--- src/rtl/mem_port_arbiter_if.sv ---
// Bundles the IF, D and memory-side signals of the memory port arbiter.
// The master modport is the arbiter's view; the slave modport is the environment's view.
interface mem_port_arbiter_if #(
    parameter int ADDR_WIDTH = 32,
    parameter int DATA_WIDTH = 32
);
    logic                  if_req;
    logic [ADDR_WIDTH-1:0] if_addr;
    logic                  if_gnt;
    logic                  if_rvalid;
    logic [DATA_WIDTH-1:0] if_rdata;

    logic                  d_req;
    logic                  d_we;
    logic [ADDR_WIDTH-1:0] d_addr;
    logic [DATA_WIDTH-1:0] d_wdata;
    logic                  d_gnt;
    logic                  d_rvalid;
    logic [DATA_WIDTH-1:0] d_rdata;

    logic                  mem_req;
    logic                  mem_we;
    logic [ADDR_WIDTH-1:0] mem_addr;
    logic [DATA_WIDTH-1:0] mem_wdata;
    logic                  mem_ack;
    logic [DATA_WIDTH-1:0] mem_rdata;

    modport master (
        input  if_req, if_addr, d_req, d_we, d_addr, d_wdata, mem_ack, mem_rdata,
        output if_gnt, if_rvalid, if_rdata, d_gnt, d_rvalid, d_rdata,
        output mem_req, mem_we, mem_addr, mem_wdata
    );

    modport slave (
        output if_req, if_addr, d_req, d_we, d_addr, d_wdata, mem_ack, mem_rdata,
        input  if_gnt, if_rvalid, if_rdata, d_gnt, d_rvalid, d_rdata,
        input  mem_req, mem_we, mem_addr, mem_wdata
    );
endinterface

--- src/rtl/mem_port_arbiter.sv ---
// Shares one memory port between instruction fetch (IF) and the load/store stage (D).
// D has priority; after MAX_WAIT consecutive lost arbitrations IF is forced to win.
module mem_port_arbiter #(
    parameter int ADDR_WIDTH = 32,
    parameter int DATA_WIDTH = 32,
    parameter int MAX_WAIT   = 4,
    localparam int WCW       = $clog2(MAX_WAIT + 1)
) (
    input  logic           clk,
    input  logic           reset,
    mem_port_arbiter_if.master bus,
    output logic           busy,
    output logic [1:0]     dbg_state_o,
    output logic [WCW-1:0] dbg_wait_cnt_o
);

    // Handshake: a request is accepted in the IDLE cycle where its gnt pulses;
    // the memory side holds mem_req and its fields stable until the cycle mem_ack=1,
    // and the owner sees exactly one rvalid pulse in the following cycle.
    typedef enum logic [1:0] {
        ST_IDLE = 2'd0,
        ST_BUSY = 2'd1,
        ST_RESP = 2'd2
    } state_e;

    localparam logic [WCW-1:0] MAX_WAIT_C = WCW'(MAX_WAIT);
    localparam logic           OWNER_IF   = 1'b0;
    localparam logic           OWNER_D    = 1'b1;

    state_e                state_q, state_d;
    logic                  owner_q, owner_d;
    logic [WCW-1:0]        wait_q, wait_d;
    logic [ADDR_WIDTH-1:0] addr_q, addr_d;
    logic                  we_q, we_d;
    logic [DATA_WIDTH-1:0] wdata_q, wdata_d;
    logic [DATA_WIDTH-1:0] rdata_q, rdata_d;

    logic if_gnt, d_gnt, d_win, if_win;

    always_ff @(posedge clk or negedge reset) begin
        if (!reset) begin
            state_q <= ST_IDLE;
            owner_q <= OWNER_IF;
            wait_q  <= '0;
            addr_q  <= '0;
            we_q    <= 1'b0;
            wdata_q <= '0;
            rdata_q <= '0;
        end else begin
            state_q <= state_d;
            owner_q <= owner_d;
            wait_q  <= wait_d;
            addr_q  <= addr_d;
            we_q    <= we_d;
            wdata_q <= wdata_d;
            rdata_q <= rdata_d;
        end
    end

    always_comb begin
        state_d = state_q;
        owner_d = owner_q;
        wait_d  = wait_q;
        addr_d  = addr_q;
        we_d    = we_q;
        wdata_d = wdata_q;
        rdata_d = rdata_q;
        if_gnt  = 1'b0;
        d_gnt   = 1'b0;
        d_win   = 1'b0;
        if_win  = 1'b0;

        case (state_q)
            ST_IDLE: begin
                // Gating with reset keeps the combinational grants low while reset is held.
                if (reset) begin
                    d_win  = bus.d_req && !(bus.if_req && (wait_q == MAX_WAIT_C));
                    if_win = bus.if_req && !d_win;
                end
                if (d_win) begin
                    d_gnt   = 1'b1;
                    owner_d = OWNER_D;
                    addr_d  = bus.d_addr;
                    we_d    = bus.d_we;
                    wdata_d = bus.d_wdata;
                    if (bus.if_req && (wait_q != MAX_WAIT_C)) wait_d = wait_q + WCW'(1);
                    state_d = ST_BUSY;
                end else if (if_win) begin
                    if_gnt  = 1'b1;
                    owner_d = OWNER_IF;
                    addr_d  = bus.if_addr;
                    we_d    = 1'b0;
                    wdata_d = '0;
                    wait_d  = '0;
                    state_d = ST_BUSY;
                end
            end
            ST_BUSY: begin
                if (bus.mem_ack) begin
                    if (!we_q) rdata_d = bus.mem_rdata;
                    state_d = ST_RESP;
                end
            end
            ST_RESP: state_d = ST_IDLE;
            default: state_d = ST_IDLE;
        endcase
    end

    assign bus.if_gnt    = if_gnt;
    assign bus.d_gnt     = d_gnt;
    assign bus.if_rvalid = (state_q == ST_RESP) && (owner_q == OWNER_IF);
    assign bus.d_rvalid  = (state_q == ST_RESP) && (owner_q == OWNER_D);
    assign bus.if_rdata  = rdata_q;
    assign bus.d_rdata   = rdata_q;

    // Memory fields are forced to zero whenever no request is presented.
    assign bus.mem_req   = (state_q == ST_BUSY);
    assign bus.mem_we    = (state_q == ST_BUSY) ? we_q    : 1'b0;
    assign bus.mem_addr  = (state_q == ST_BUSY) ? addr_q  : '0;
    assign bus.mem_wdata = (state_q == ST_BUSY) ? wdata_q : '0;

    assign busy           = (state_q != ST_IDLE);
    assign dbg_state_o    = state_q;
    assign dbg_wait_cnt_o = wait_q;

endmodule
--- src/flat_wrapper.sv ---
// flat-port wrapper written by rule: the top's interface ports become plain ports
module mem_port_arbiter_flat 
#(
    parameter int ADDR_WIDTH = 32,
    parameter int DATA_WIDTH = 32,
    parameter int MAX_WAIT   = 4,
    localparam int WCW       = $clog2(MAX_WAIT + 1)
)
  (clk, reset, busy, dbg_state_o, dbg_wait_cnt_o, bus_if_req, bus_if_addr, bus_d_req, bus_d_we, bus_d_addr, bus_d_wdata, bus_mem_ack, bus_mem_rdata, bus_if_gnt, bus_if_rvalid, bus_if_rdata, bus_d_gnt, bus_d_rvalid, bus_d_rdata, bus_mem_req, bus_mem_we, bus_mem_addr, bus_mem_wdata);
  mem_port_arbiter_if #(.ADDR_WIDTH(ADDR_WIDTH), .DATA_WIDTH(DATA_WIDTH)) bus_i ();
  input  logic clk;
  input  logic reset;
  output logic busy;
  output logic [1:0] dbg_state_o;
  output logic [WCW-1:0] dbg_wait_cnt_o;
  input wire logic [$bits(bus_i.if_req)-1:0] bus_if_req;
  input wire logic [$bits(bus_i.if_addr)-1:0] bus_if_addr;
  input wire logic [$bits(bus_i.d_req)-1:0] bus_d_req;
  input wire logic [$bits(bus_i.d_we)-1:0] bus_d_we;
  input wire logic [$bits(bus_i.d_addr)-1:0] bus_d_addr;
  input wire logic [$bits(bus_i.d_wdata)-1:0] bus_d_wdata;
  input wire logic [$bits(bus_i.mem_ack)-1:0] bus_mem_ack;
  input wire logic [$bits(bus_i.mem_rdata)-1:0] bus_mem_rdata;
  output wire logic [$bits(bus_i.if_gnt)-1:0] bus_if_gnt;
  output wire logic [$bits(bus_i.if_rvalid)-1:0] bus_if_rvalid;
  output wire logic [$bits(bus_i.if_rdata)-1:0] bus_if_rdata;
  output wire logic [$bits(bus_i.d_gnt)-1:0] bus_d_gnt;
  output wire logic [$bits(bus_i.d_rvalid)-1:0] bus_d_rvalid;
  output wire logic [$bits(bus_i.d_rdata)-1:0] bus_d_rdata;
  output wire logic [$bits(bus_i.mem_req)-1:0] bus_mem_req;
  output wire logic [$bits(bus_i.mem_we)-1:0] bus_mem_we;
  output wire logic [$bits(bus_i.mem_addr)-1:0] bus_mem_addr;
  output wire logic [$bits(bus_i.mem_wdata)-1:0] bus_mem_wdata;
  assign bus_i.if_req = bus_if_req;
  assign bus_i.if_addr = bus_if_addr;
  assign bus_i.d_req = bus_d_req;
  assign bus_i.d_we = bus_d_we;
  assign bus_i.d_addr = bus_d_addr;
  assign bus_i.d_wdata = bus_d_wdata;
  assign bus_i.mem_ack = bus_mem_ack;
  assign bus_i.mem_rdata = bus_mem_rdata;
  assign bus_if_gnt = bus_i.if_gnt;
  assign bus_if_rvalid = bus_i.if_rvalid;
  assign bus_if_rdata = bus_i.if_rdata;
  assign bus_d_gnt = bus_i.d_gnt;
  assign bus_d_rvalid = bus_i.d_rvalid;
  assign bus_d_rdata = bus_i.d_rdata;
  assign bus_mem_req = bus_i.mem_req;
  assign bus_mem_we = bus_i.mem_we;
  assign bus_mem_addr = bus_i.mem_addr;
  assign bus_mem_wdata = bus_i.mem_wdata;
  mem_port_arbiter #(.ADDR_WIDTH(ADDR_WIDTH), .DATA_WIDTH(DATA_WIDTH), .MAX_WAIT(MAX_WAIT)) u_core (.clk(clk), .reset(reset), .bus(bus_i), .busy(busy), .dbg_state_o(dbg_state_o), .dbg_wait_cnt_o(dbg_wait_cnt_o));
endmodule
--- config.mk ---
export PLATFORM = sky130hd
export DESIGN_NAME = mem_port_arbiter_flat
export DESIGN_NICKNAME = d
export VERILOG_FILES = /design/src/rtl/mem_port_arbiter_if.sv /design/src/rtl/mem_port_arbiter.sv /design/src/flat_wrapper.sv
export SDC_FILE = /design/constraint.sdc
export NUM_CORES = 1
export LEC_CHECK = 0
export ABC_AREA = 1
export BUFFER_PORTS_ARGS = -buffer_cell sky130_fd_sc_hd__buf_2
export CAP_MARGIN = 0
export CORE_ASPECT_RATIO = 0.6
export CORE_MARGIN = 4
export CORE_UTILIZATION = 42
export DETAILED_ROUTE_END_ITERATION = 10
export PLACE_DENSITY = 0.85
export REMOVE_ABC_BUFFERS = 1
export SKIP_LAST_GASP = 1
export SYNTH_ARGS = -nofsm -noshare
export SYNTH_HDL_FRONTEND = slang
export SYNTH_SLANG_ARGS = --single-unit
--- constraint.sdc ---
create_clock -name clk -period 1.4 [get_ports clk]
set_input_delay 0.21 -clock clk [delete_from_list [all_inputs] [get_ports clk]]
set_output_delay 0.21 -clock clk [all_outputs]
set_load 0.1 [all_outputs]
==> impl_metrics.py <==
metrics = {
    "synthesis": {
        "syn_area_per_cell_um2": 7.35,
        "synth_ff_type": "dfrtp_1",
        "ys_seq_elements": 103,
        "ys_top_cells_by_area": "dfrtp_1 46%, nand2_1 11%, inv_1 11%",
        "yosysWarnings": 0,
        "synth_top_area_share_pct": 45.7,
        "synth-async-reset-ratio_pct": 100,
        "yosysMostFrequentCell": "nand2_1",
        "synth_cell_types": 25,
        "synth_area_mm2": 0.00564,
        "synth_top_area_cell": "dfrtp_1",
        "yosys-top-cells-count": "169 x nand2_1, 167 x inv_1, 103 x dfrtp_1",
        "synth_edf_count": 0,
        "synthCells": 768,
        "synth-seq-area-share_pct": 45.7,
    },
    "final_layout": {
        "final_cells": 1238,
        "area_growth_pct": 91.5,
        "nNetsFinal": 1199,
        "fin_area_mm2": 0.0108,
        "antennaDiodeCount": 0,
        "drive_above_1_share_pct": 55.1,
    },
    "sta": {
        "worstMarginPinSlew_ns": 0.526,
        "max_freq_mhz": 539,
        "slew_violations": 0,
        "setup_viol": 174,
        "min_period_ns": 1.86,
        "hold_viol_final": 0,
        "layout_setup_ws_ns": -0.456,
        "fin_worst_skew_ns": 0.0122,
        "rsz0062_at_grt": "yes",
        "finalCritPeriodShare_pct": 133,
        "slew-limit-headroom_pct": 64.9,
    },
    "routing": {
        "drt_first_pass_iters": 5,
        "totalWireLength_um": 28100,
        "via_count": 6882,
        "ant_nets": 0,
        "drt_iter0_markers": 650,
        "drc": 0,
        "avgRoutedWirePerCell_um": 22.7,
        "viasPerCell": 5.56,
    },
    "place": {
        "post_dp_cell_area_mm2": 0.00822,
        "port_buffers": 273,
        "placedCellCount": 1169,
        "place.gp.congestion": 0.884,
        "dp_hpwl_um": 13800,
    },
    "worst_setup_path": {
        "worst_setup_path_start_kind": "register",
        "required_ns": 1.19,
        "crit_fanout": 22,
        "crit_type": "reg2out",
        "cp-end-kind": "primary output",
        "r2r_cells": 9,
        "crit_arrival_ns": 1.65,
    },
    "clocking": {
        "clock-root-buffer": "clkbuf_16",
        "clk_path_buf_depth": 2,
        "cts-htree-levels": 3,
        "clock_latency_ns": 0.34,
        "cts_tree": "built",
        "path_clk_slew_ns": 0.08,
        "cts.sinks": 103,
        "cts_made_buffers": 9,
    },
    "die": {
        "die_x_um": 158,
        "io_pins": 274,
        "core_mm2": 0.0130,
        "initial_core_util_pct": 43.4,
        "rows": 32,
        "die_h_um": 97.8,
        "die_area_mm2": 0.0154,
    },
    "global_route": {
        "grt_remaining_overflow": 0,
        "track_usage_pct": 26.9,
        "grt_max_degree": 57,
        "grt_pass1_vias": 6233,
        "antenna_found_initial": 1,
        "grt_pass1_wl_um": 32700,
    },
    "power_and_ir_drop": {
        "power_leakage_nw": 5.57,
        "power_density_mw_per_mm2": 2410,
        "ir_drop_mv": 3.92,
    },
    "run_status": {
        "violations": "negative setup slack",
        "status": "finished with violations",
    },
    "run": {
        "cap_violations": 0,
    },
    "worst_hold_path": {
        "hold_class": "in2async",
    },
}
==> per-layer routing <==
| layer | wire length, um | GRT usage (%) | vias up |
|---|---|---|---|
| li1 | - | - | 2891 |
| met1 | 10300 | 34.9 | 3288 |
| met2 | 13500 | 44.4 | 579 |
| met3 | 3160 | 7.00 | 122 |
| met4 | 1200 | 8.53 | 2 |
| met5 | 7 | 0 | - |
==> path summary, 6_finish.rpt <==
kind	start	to	slack, ns
max	u_core.dbg_state_o[0]	bus_mem_wdata[15]	-0.46
min	reset	u_core.bus.d_rdata[0]	0.02
max reg2reg	u_core.dbg_state_o[0]	u_core.bus.d_rdata[23]	-0.38
min reg2reg	u_core.addr_q[9]	u_core.addr_q[9]	0.49
max in group asynchronous	reset	u_core.wdata_q[0]	0.45
min in group clk	bus_d_wdata[5]	u_core.wdata_q[5]	0.07
==> repair_timing <==
action,in CTS,in global routing
endpoints found under the hold margin,80,0
setup endpoints to repair,115,211
resized for setup,186,283
buffers inserted,17,20
pin swaps,11,26
gates cloned,10,17
hold buffers,1,0
==> cells in the final DEF (no fill, tap or decap), types with 22 or more instances in the layout <==
cell	n
o21ai_0	32
buf_2	152
buf_12	98
buf_4	22
dfrtp_1	103
nand2_1	92
buf_6	23
clkbuf_4	41
nand2_4	39
inv_1	164
nand4_1	32
nand3_2	28
nor2_4	50
nand2_2	38
o21ai_1	43
==> where the power goes <==
part	total [W]	switching [W]	internal, W
Combinational	0.0187	0.0140	0.00468
Sequential	0.00507	0.000959	0.00411
Clock	0.00237	0.00114	0.00123
Total	0.0261	0.0161	0.0100
==> stage by stage <==
step | power [W] | hold slack [ns] | util, % | setup slack (ns) | TNS [ns]
floorplan | 0.0163 | -0.0856 | - | -2.38 | -311.94
global placement | 0.0201 | 0.0370 | 63.2 | -0.0450 | -0.159
detailed placement | 0.0204 | 0.0364 | 63.2 | -0.0774 | -1.04
CTS | 0.0239 | 0.0597 | 73.0 | -0.357 | -31.82
global route | 0.0268 | 0.0162 | 83.1 | -0.476 | -60.60
finish | 0.0261 | 0.0228 | 83.1 | -0.456 | -54.90
==> cell families after synthesis <==
kind of cell | synth area share, %
flops | 45.7
compound gates | 9.40
fa+ha+maj | 0.443
buf+inv | 20.4
simple gates | 24.1
==> sequential cells by signal (all words and copies together) (netlist names) <==
signal	cells
u_core.addr_q	32
u_core.bus.d_rdata	32
u_core.wdata_q	32
u_core.dbg_wait_cnt_o	3
u_core.dbg_state_o	2
u_core.owner_q	1
u_core.we_q	1
==> final cells by class <==
cell class | count | area (um^2)
clock buffer | 11 | 233
inverter | 170 | 646
timing repair buffer | 361 | 4020
tap | 170 | 213
fill | 640 | 2200
multi-input combinational | 418 | 3080
sequential | 103 | 2580
clock inverter | 5 | 40.0
==> worst max-delay path: stages, from the launching register on <==
cell,delay (ns)
dfrtp_1,0.39
inv_2,0.07
nor2_4,0.14
inv_4,0.10
buf_16,0.21
nor2_4,0.16
buf_12,0.19
Note: power is estimated with default switching activity, not from simulation.
